--- config.mk ---
export PLATFORM = sky130hd
export DESIGN_NAME = tile_scheduler
export DESIGN_NICKNAME = d
export VERILOG_FILES = /design/src/rtl/piano_pkg.sv /design/src/rtl/tile_ring.sv /design/src/rtl/tile_scheduler.sv
export SDC_FILE = /design/constraint.sdc
export NUM_CORES = 1
export LEC_CHECK = 0
export BUFFER_PORTS_ARGS = -buffer_cell sky130_fd_sc_hd__buf_2
export CAP_MARGIN = 5
export CORE_ASPECT_RATIO = 0.8
export CORE_MARGIN = 2
export CORE_UTILIZATION = 30
export CTS_CLUSTER_DIAMETER = 60
export DETAILED_ROUTE_END_ITERATION = 10
export PLACE_DENSITY = 0.52
export SYNTH_ARGS = -nofsm -noshare
export SYNTH_HDL_FRONTEND = slang
export SYNTH_HIERARCHICAL = 1
export SYNTH_SLANG_ARGS = --single-unit
--- constraint.sdc ---
create_clock -name clk -period 5.8 [get_ports clk]
set_input_delay 0.29 -clock clk [delete_from_list [all_inputs] [get_ports clk]]
set_output_delay 0.29 -clock clk [all_outputs]
set_load 0.1 [all_outputs]
--- src/rtl/piano_pkg.sv ---
// Shared types and default geometry for the piano-tiles game path.
package piano_pkg;

    typedef enum logic [1:0] {
        StIdle = 2'd0,
        StPlay = 2'd1,
        StOver = 2'd2
    } game_state_e;

    typedef enum logic [1:0] {
        LaneA = 2'd0,
        LaneS = 2'd1,
        LaneD = 2'd2
    } lane_e;

    localparam int unsigned ScreenHDefault = 480;
    localparam int unsigned TileHDefault   = 120;
    localparam int unsigned HitYDefault    = 360;

    // The random source yields 0..3 but there are only three lanes.
    function automatic logic [1:0] map_lane(input logic [1:0] raw);
        if (raw == 2'd3) begin
            return 2'(LaneA);
        end
        return raw;
    endfunction

endpackage

--- src/rtl/tile_ring.sv ---
// Ring of falling-tile slots: pop at head, scroll, drop off-screen head, spawn at tail.
module tile_ring
    import piano_pkg::*;
#(
    parameter int unsigned NUM_SLOTS = 4,
    parameter int unsigned SCREEN_H  = ScreenHDefault,
    parameter int unsigned TILE_H    = TileHDefault
) (
    input  logic                     clk_i,
    input  logic                     rst_i,
    input  logic                     clear_i,
    input  logic                     pop_i,
    input  logic                     scroll_i,
    input  logic [3:0]               speed_i,
    input  logic [1:0]               spawn_lane_i,
    output logic                     head_valid_o,
    output logic [1:0]               head_lane_o,
    output logic [9:0]               head_y_o,
    output logic                     lost_o,
    output logic [NUM_SLOTS-1:0]     valid_o,
    output logic [2*NUM_SLOTS-1:0]   lane_o,
    output logic [10*NUM_SLOTS-1:0]  y_o
);

    localparam int unsigned PtrW = (NUM_SLOTS > 1) ? $clog2(NUM_SLOTS) : 1;

    logic [NUM_SLOTS-1:0] valid_q, valid_d;
    logic [1:0]           lane_q [NUM_SLOTS];
    logic [1:0]           lane_d [NUM_SLOTS];
    logic [9:0]           y_q    [NUM_SLOTS];
    logic [9:0]           y_d    [NUM_SLOTS];
    logic [PtrW-1:0]      head_q, head_d, tail_q, tail_d;

    function automatic logic [PtrW-1:0] ptr_inc(input logic [PtrW-1:0] p);
        return (32'(p) == NUM_SLOTS - 1) ? '0 : p + 1'b1;
    endfunction

    function automatic logic [PtrW-1:0] ptr_dec(input logic [PtrW-1:0] p);
        return (p == '0) ? PtrW'(NUM_SLOTS - 1) : p - 1'b1;
    endfunction

    // Pop (hit) is applied before scrolling so loss/spawn see the remaining slots.
    always_comb begin
        valid_d = valid_q;
        lane_d  = lane_q;
        y_d     = y_q;
        head_d  = head_q;
        tail_d  = tail_q;
        lost_o  = 1'b0;
        if (clear_i) begin
            valid_d = '0;
            head_d  = '0;
            tail_d  = '0;
            for (int i = 0; i < NUM_SLOTS; i++) begin
                lane_d[i] = '0;
                y_d[i]    = '0;
            end
        end else begin
            if (pop_i && valid_q[head_q]) begin
                valid_d[head_q] = 1'b0;
                head_d          = ptr_inc(head_q);
            end
            if (scroll_i) begin
                for (int i = 0; i < NUM_SLOTS; i++) begin
                    if (valid_d[i]) begin
                        y_d[i] = y_q[i] + 10'(speed_i);
                    end
                end
                if (valid_d[head_d] && y_d[head_d] >= 10'(SCREEN_H)) begin
                    valid_d[head_d] = 1'b0;
                    head_d          = ptr_inc(head_d);
                    lost_o          = 1'b1;
                end
                // Slot at tail is free exactly when the ring is not full.
                if (!valid_d[tail_q] &&
                    (valid_d == '0 || y_d[ptr_dec(tail_q)] >= 10'(TILE_H))) begin
                    valid_d[tail_q] = 1'b1;
                    lane_d[tail_q]  = spawn_lane_i;
                    y_d[tail_q]     = '0;
                    tail_d          = ptr_inc(tail_q);
                end
            end
        end
    end

    always_ff @(posedge clk_i) begin
        if (rst_i) begin
            valid_q <= '0;
            head_q  <= '0;
            tail_q  <= '0;
            for (int i = 0; i < NUM_SLOTS; i++) begin
                lane_q[i] <= '0;
                y_q[i]    <= '0;
            end
        end else begin
            valid_q <= valid_d;
            head_q  <= head_d;
            tail_q  <= tail_d;
            lane_q  <= lane_d;
            y_q     <= y_d;
        end
    end

    always_comb begin
        for (int i = 0; i < NUM_SLOTS; i++) begin
            lane_o[2*i +: 2]  = lane_q[i];
            y_o[10*i +: 10]   = y_q[i];
        end
    end

    assign valid_o      = valid_q;
    assign head_valid_o = valid_q[head_q];
    assign head_lane_o  = lane_q[head_q];
    assign head_y_o     = y_q[head_q];

endmodule

--- src/rtl/tile_scheduler.sv ---
// Game sequencer: IDLE/PLAY/OVER FSM, hit judging, score, lives and scroll speed.
module tile_scheduler
    import piano_pkg::*;
#(
    parameter int unsigned NUM_SLOTS  = 4,
    parameter int unsigned SCREEN_H   = ScreenHDefault,
    parameter int unsigned TILE_H     = TileHDefault,
    parameter int unsigned HIT_Y      = HitYDefault,
    parameter int unsigned SPEED_INIT = 2,
    parameter int unsigned SPEED_MAX  = 8,
    parameter int unsigned LEVEL_STEP = 10,
    parameter int unsigned LIVES_INIT = 3
) (
    input  logic                     clk,
    input  logic                     rst,
    input  logic                     frame_tick,
    input  logic [2:0]               key_lane,
    input  logic                     key_start,
    input  logic [1:0]               rand_lane,
    output logic [NUM_SLOTS-1:0]     tile_valid,
    output logic [2*NUM_SLOTS-1:0]   tile_lane,
    output logic [10*NUM_SLOTS-1:0]  tile_y,
    output logic [9:0]               score,
    output logic [1:0]               lives,
    output logic [1:0]               game_state,
    output logic                     hit_pulse,
    output logic                     miss_pulse
);

    game_state_e state_q, state_d;
    logic [9:0]  score_q, score_d;
    logic [1:0]  lives_q, lives_d;
    logic [3:0]  speed_q, speed_d;
    logic [7:0]  level_q, level_d;
    logic        hit_q, hit_d, miss_q, miss_d;

    logic        play_active, hit_now, key_miss, ring_clear, ring_lost;
    logic        head_valid;
    logic [1:0]  head_lane, dec;
    logic [9:0]  head_y;

    // Lives already at zero freezes play for the cycle before OVER takes effect.
    assign play_active = (state_q == StPlay) && (lives_q != 2'd0);
    assign ring_clear  = key_start && (state_q != StPlay);

    tile_ring #(
        .NUM_SLOTS (NUM_SLOTS),
        .SCREEN_H  (SCREEN_H),
        .TILE_H    (TILE_H)
    ) u_ring (
        .clk_i        (clk),
        .rst_i        (rst),
        .clear_i      (ring_clear),
        .pop_i        (hit_now),
        .scroll_i     (play_active && frame_tick),
        .speed_i      (speed_q),
        .spawn_lane_i (map_lane(rand_lane)),
        .head_valid_o (head_valid),
        .head_lane_o  (head_lane),
        .head_y_o     (head_y),
        .lost_o       (ring_lost),
        .valid_o      (tile_valid),
        .lane_o       (tile_lane),
        .y_o          (tile_y)
    );

    always_ff @(posedge clk) begin
        if (rst) begin
            state_q <= StIdle;
        end else begin
            state_q <= state_d;
        end
    end

    always_comb begin
        state_d = state_q;
        unique case (state_q)
            StIdle:  if (key_start) state_d = StPlay;
            StPlay:  if (lives_q == 2'd0) state_d = StOver;
            StOver:  if (key_start) state_d = StIdle;
            default: state_d = StIdle;
        endcase
    end

    always_comb begin
        score_d  = score_q;
        lives_d  = lives_q;
        speed_d  = speed_q;
        level_d  = level_q;
        hit_now  = play_active && $onehot(key_lane) && head_valid &&
                   (key_lane == (3'b001 << head_lane)) &&
                   (head_y >= 10'(HIT_Y - TILE_H));
        key_miss = play_active && (key_lane != 3'b000) && !hit_now;
        dec      = 2'(key_miss) + 2'(ring_lost);
        hit_d    = hit_now;
        miss_d   = key_miss || ring_lost;
        if (state_q == StIdle && key_start) begin
            score_d = '0;
            lives_d = 2'(LIVES_INIT);
            speed_d = 4'(SPEED_INIT);
            level_d = '0;
        end else begin
            if (hit_now) begin
                if (score_q < 10'd999) begin
                    score_d = score_q + 10'd1;
                end
                if (level_q == 8'(LEVEL_STEP - 1)) begin
                    level_d = '0;
                    if (speed_q < 4'(SPEED_MAX)) begin
                        speed_d = speed_q + 4'd1;
                    end
                end else begin
                    level_d = level_q + 8'd1;
                end
            end
            lives_d = (lives_q > dec) ? lives_q - dec : 2'd0;
        end
    end

    always_ff @(posedge clk) begin
        if (rst) begin
            score_q <= '0;
            lives_q <= 2'(LIVES_INIT);
            speed_q <= 4'(SPEED_INIT);
            level_q <= '0;
            hit_q   <= 1'b0;
            miss_q  <= 1'b0;
        end else begin
            score_q <= score_d;
            lives_q <= lives_d;
            speed_q <= speed_d;
            level_q <= level_d;
            hit_q   <= hit_d;
            miss_q  <= miss_d;
        end
    end

    assign score      = score_q;
    assign lives      = lives_q;
    assign game_state = state_q;
    assign hit_pulse  = hit_q;
    assign miss_pulse = miss_q;

endmodule

==> impl_results.md, run 1 <==
* Outcome: completed
* CP endpoint kind: flip-flop
* Final HPWL DP at 14.8 mm
* Vias at 5766
* Vias in the first global route at 5274
* Crit path DAT at 5.61 ns
* M2 GR Usage at 0.260
* Routability cong. at 0.940
* P_leak at 2.82 nW
* Gate Count Post-Synth at 739
* Worst Path Max Fanout at 10
* M3 GR Usage at 0.0515
* RSZ-0062 raised after global routing: false
* Met1 usage at 0.269
* Maxcap violations at 0
* GRT overflow at 0
* Max IR drop VDD at 122 uV
* Slew Viols, Final at 0
* Vias/cell at 5.33
* Placeable Area at 19900 um^2
* Io pins at 77
* Worst Setup Start Kind: flip-flop
* Clk Latency, worst-skew pair at 0.36 ns
* Die area at 21400 um^2
* Post-Synthesis Cell Area at 6070 um^2
* Final worst setup slack at 0.490 ns
* Placed insts at 1065
* Final cell count without fillers at 1082
* Detail Route Antenna Nets at 0
* Area of the multi-input gates at 4090 um^2
* CTS HTree Levels at 3
* Yosys warning total at 6
* Row cnt at 46
* Bufs on Longest Clock Path at 2
* Final instance area at 7090 um^2
* I/O Buffers at 76
* Final setup fails at 0
* Iteration count of the initial detailed-routing pass at 5
* Initial antenna violation count at 1
* Max_slew headroom at 0.540
* GR peak layer: met1
* Max Freq at 188 MHz
* DRC at 0
* Setup TNS at 0 ns
* Die span in y at 131 um
* Layout cell share with drive strength beyond 1 at 0.182
* Hold Buf Count CTS at 0
* Final Cycle Share at 0.915
* Nets at 863
* Die X-Extent at 163 um
* Area growth, synth to finish at 16.9%
* Syn Nets at 790
* Final hold violation count at 0
* Global-route wire length before repair at 30.3 mm
* CTS tree: built
* Pwr dens at 183 nW/um^2
* Gr usage total at 0.181
* Starting Density at 0.306
* Slew @ Worst Pin at 0.681 ns
* Dpl ws at 0.380 ns
* FILL cells at 2098
* Critical path type: reg -> reg
* Min-Delay Path Class: in -> reg
* Largest net degree at the start of global routing at 30
* Routed wire length at 19.2 mm
* Register area at 1680 um^2
* Clock Sinks at 84
* Synthesized area per cell at 8.21 um^2
* Average wire per standard cell at 17.8 um
* Critical Path RT at 6.10 ns
* 1st-iter DRT viols at 471
* Skew final at 0.0111 ns
* Minimum clock period at 5.31 ns
* Post-DP Area at 6770 um^2
* Clock transition at path regs at 0.07 ns
* Root buf cell: clkbuf_16
* Inserted Clock Buffers at 9
## power by group
group / switching (mW) / internal [mW]
registers: 0.00327 / 0.579
clock network: 0.253 / 0.378
logic: 0.0635 / 0.0201
## worst max-delay path, stage by stage, from the launching register on
cell,delay (ns)
dfxtp_2,0.49
mux4_2,0.59
and2_2,0.21
a221o_2,0.41
nand3_4,0.07
inv_1,0.14
a21boi_0,0.19
a311o_1,0.38
nand4_1,0.18
xor2_1,0.20
o311ai_1,0.31
o311a_1,0.33
and3_1,0.25
nor2b_1,0.20
inv_1,0.06
ha_1,0.30
ha_1,0.19
fa_1,0.43
a211o_1,0.23
nand2_1,0.06
## per-layer routing
metal,share of wire,routed length (um),up-vias
li1,-,-,2837
met1,0.51,9810,2712
met2,0.41,7950,200
met3,0.066,1270,17
met4,0.011,218,0
met5,0,0,-
## state kept, by name, indices dropped and copies added, names as in the netlist
| register | flops |
|---|---|
| hit_pulse | 1 |
| u_ring/lane_o | 8 |
| game_state | 2 |
| miss_pulse | 1 |
| level_q | 8 |
| lives | 2 |
| u_ring/y_o | 40 |
| u_ring/tail_q | 2 |
| speed_q | 4 |
| score | 10 |
| u_ring/head_q | 2 |
| u_ring/valid_o | 4 |
## layout by cell type, fill, tap and decap left out, drive strengths merged, types with 11 or more instances in the layout
master   n
buf     98
a211oi  11
nand2b  16
nor2    74
xnor2   13
mux2i   23
ha      36
o21ai   27
xor2    19
dfxtp   84
a21oi   47
nor3    23
nor2b   12
inv     35
nand3   27
or3     18
nand4   15
nand2   77
## what timing repair did
action | 4_1_cts | 5_1_grt
buffers inserted | 0 | 0
gates resized for setup | 0 | 1
endpoints found under the setup margin | 0 | 1
## metrics by stage
step           utilization  hold WS, ns  power, mW
6_report             0.357        0.233       1.30
3_5_place_dp         0.341        0.472      0.678
2_1_floorplan            -        0.357      0.653
4_1_cts              0.357        0.230       1.31
5_1_grt              0.357        0.259       1.34
3_3_place_gp         0.341        0.469      0.678
## worst paths after layout
check	depth (start not counted)	startpoint	to	slack, ns
hold reg to reg	2	u_ring/y_o[0]$_SDFFE_PP0P_	u_ring/y_o[0]$_SDFFE_PP0P_	0.48
hold / removal	2	rst	miss_pulse$_SDFF_PP0_	0.23
setup reg to reg	19	u_ring/head_q[0]$_SDFF_PP0_	lives[1]$_SDFF_PP1_	0.49
setup / recovery	19	u_ring/head_q[0]$_SDFF_PP0_	lives[1]$_SDFF_PP1_	0.49
## final cells by class
cell class              count  area share
repair buffers             98      0.0769
diodes                      1    0.000353
multi-input cells         585       0.576
clock buffers              10      0.0323
clock inverters             6      0.0124
flip-flops and latches     84       0.237
inverters                  34      0.0180
well taps                 264      0.0466
(Power assumes the default switching activity.)
==> run 2: changes to the inputs <==
ABC_AREA = 1   (was not set)
==> run 2 against run 1 <==
Compared with the run above: first-iteration DRC count rose by 10%; core utilization fell by 0.77 points; worst hold slack got worse by 0.021 ns; largest cell class unchanged; register-to-register slack improved by 0.26 ns; combinational power rose by 72%; cell count rose by 36%; power fell by 2.3%; clock skew fell by 0.0038 ns; highest routed layer unchanged; final area rose by 7.4%; clock power fell by 15%; largest power group is now sequential cells; fmax rose by 5.1%.
==> impl_results.md, run 2 <==
* Final setup fails at 0 (unchanged)
* R2R setup slack at 0.75 ns (+0.26 ns)
* Antenna diode count at 0 (-1)
* Final Cycle Share at 0.871 (-0.0441)
* Final hold violation count at 0 (unchanged)
* Critical path type: reg -> reg
* CTS HTree Levels at 3 (unchanged)
* Clock power frac at 0.422 (-0.065)
* Inserted Clock Buffers at 9 (unchanged)
* Combinational share of power at 0.113 (+0.048)
* I/O Buffers at 76 (unchanged)
* Pwr dens at 166 nW/um^2 (-9.0%)
* 1st-iter DRT viols at 520 (+10%)
* Detail Route Antenna Nets at 0 (unchanged)
* Iteration count of the initial detailed-routing pass at 5 (unchanged)
* Min-Delay Path Class: in -> reg
* Initial antenna violation count at 0 (-1)
* Slew @ Worst Pin at 0.916 ns (+0.235 ns)
* Vias in the first global route at 6106 (+16%)
* CP endpoint kind: flip-flop
* Maxcap violations at 0 (unchanged)
* Crit path DAT at 5.33 ns (-0.28 ns)
* Bufs on Longest Clock Path at 2 (unchanged)
* Vias/cell at 4.74 (-11%)
* Internal at 910 uW (-6.9%)
* RSZ-0062 raised after global routing: false
* Io pins at 77 (unchanged)
* Row cnt at 48 (+4.3%)
* Final Total Pwr at 1.27 mW (-2.3%)
* Max Freq at 198 MHz (+5.1%)
* Max reg flops at 40 (unchanged)
* Area growth, synth to finish at 13.4%
* Outcome: completed
* Skew final at 0.00726 ns (-0.00385 ns)
* Starting Density at 0.308 (+0.00247)
* Routability cong. at 0.942 (+0.27%)
* Routed wire length at 21.3 mm (+10%)
* Most frequent cells in the layout: 364 x nand2_1, 153 x inv_1, 104 x nor2_1, 89 x a21oi_1, 84 x dfxtp_1
* Switching share of power at 0.282 (+0.0358)
* NetSw at 358 uW (+12%)
* Average wire per standard cell at 14.4 um (-19%)
* Slew Viols, Final at 0 (unchanged)
* Critical Path RT at 6.07 ns (-0.03 ns)
* Nets at 1223 (+42%)
* CTS tree: built
* Final worst setup slack at 0.746 ns (+0.256 ns)
* Vias at 6992 (+21%)
* Seq pwr share at 0.465 (+0.016)
* Gate Count Post-Synth at 1113 (+51%)
* Max_slew headroom at 0.388 (-0.152)
* Die X-Extent at 171 um (+5.1%)
* Setup TNS at 0 ns (unchanged)
* Post-CTS setup buffer count at 0 (unchanged)
* Clock transition at path regs at 0.06 ns (about the same)
* Worst Setup Start Kind: flip-flop
* Syn Nets at 1164 (+47%)
* Clock Sinks at 84 (unchanged)
* Commonest non-fill, non-tap cell in the layout: nand2_1
* Root buf cell: clkbuf_16
* Max IR drop VDD at 105 uV (-13%)
* Clk Latency, worst-skew pair at 0.35 ns (about the same)
* Synthesized area per cell at 6.03 um^2 (-27%)
* Die span in y at 138 um (+5.0%)
* Hold Buf Count CTS at 0 (unchanged)
* Die area at 23600 um^2 (+10%)
* Largest net degree at the start of global routing at 47 (+57%)
* Dpl ws at 0.840 ns (+0.461 ns)
* GRT overflow at 0 (unchanged)
* P_leak at 3.55 nW (+26%)
* Gr usage total at 0.185 (+0.00461)
* Global-route wire length before repair at 34.0 mm (+12%)
* Yosys warning total at 6 (unchanged)
* DRC at 0 (unchanged)
* Minimum clock period at 5.05 ns (-0.256 ns)
* Post-CTS sizing at 0 (unchanged)
* Worst Path Max Fanout at 28 (+18)
* Placeable Area at 21800 um^2 (+9.8%)
* Post-Synthesis Cell Area at 6720 um^2 (+11%)
* Final HPWL DP at 16.1 mm (+8.6%)
* Layout cell share with drive strength beyond 1 at 0.118 (-0.0641)
[run 2: cell count changes in the layout (fill, tap and decap cells not counted), sizes merged, moves of 12 or more]
cell / change
a21oi: +45
nor2: +35
nor2b: -12
o21ai: +17
nand3: +60
buf: -15
nand2: +292
inv: +129
nand4: +13
or3: -18
nand2b: -16
mux2i: -23
[run 2: layer usage]
| layer | GRT usage | part of all wire | vias to the layer above |
|---|---|---|---|
| li1 | - | - | 3627 |
| met3 | 0.0290 | 0.061 | 14 |
| met1 | 0.289 | 0.52 | 3157 |
| met4 | 0.0400 | 0.010 | 0 |
| met2 | 0.263 | 0.41 | 194 |
| met5 | 0 | 0 | - |
[run 2: layout make-up]
cell class | instances | area [um^2]
multi-input combinational | 829 | 4250
fill | 2372 | 14200
sequential | 84 | 1680
clock buffer | 12 | 246
timing repair buffer | 83 | 433
tap | 300 | 375
inverter | 165 | 621
clock inverter | 2 | 12.5
[run 2: path summary, 6_finish.rpt]
kind                                     from                 endpoint  cells past startpoint
setup / recovery  u_ring/head_q[0]$_SDFF_PP0_      lives[1]$_SDFF_PP1_                     26
hold / removal                            rst    miss_pulse$_SDFF_PP0_                      2
setup reg to reg  u_ring/head_q[0]$_SDFF_PP0_      lives[1]$_SDFF_PP1_                     26
hold reg to reg       level_q[6]$_SDFFE_PP0P_  level_q[6]$_SDFFE_PP0P_                      2
[run 2: stage by stage]
stage / util / std cells / hold slack, ns / instance area (um^2)
floorplan: - / 1113 / 0.357 / 6720
global placement: 0.338 / 1461 / 0.469 / 7360
detailed placement: 0.338 / 1461 / 0.477 / 7360
CTS: 0.349 / 1475 / 0.200 / 7620
global route: 0.349 / 1475 / 0.216 / 7620
finish: 0.349 / 1475 / 0.212 / 7620
[run 2: critical path: stages (launching register included)]
cell and delay [ns]:
dfxtp_1 0.65, inv_2 0.32, o21ai_0 0.23, a21oi_1 0.06, a21oi_1 0.27, nand3_1 0.11
nand2_1 0.08, nand3_2 0.09, nor2_4 0.18, nand4_1 0.21, nand2_1 0.40, inv_2 0.17
nand2_1 0.09, nand2_1 0.07, inv_1 0.07, nand4_1 0.08, nand2_1 0.09, nand3_1 0.09
nand2_2 0.11, nand3_1 0.20, nor2_1 0.21, inv_1 0.06, ha_1 0.29, ha_1 0.19
fa_1 0.37, a21o_1 0.16, o21ai_0 0.12
[run 2: power by group through the flow]
stage	clock (mW)	combinational, mW	sequential (mW)
floorplan	0	0.0727	0.639
finish	0.534	0.144	0.589
CTS	0.555	0.144	0.589
global route	0.579	0.158	0.590
global placement	0	0.143	0.603
detailed placement	0	0.144	0.602
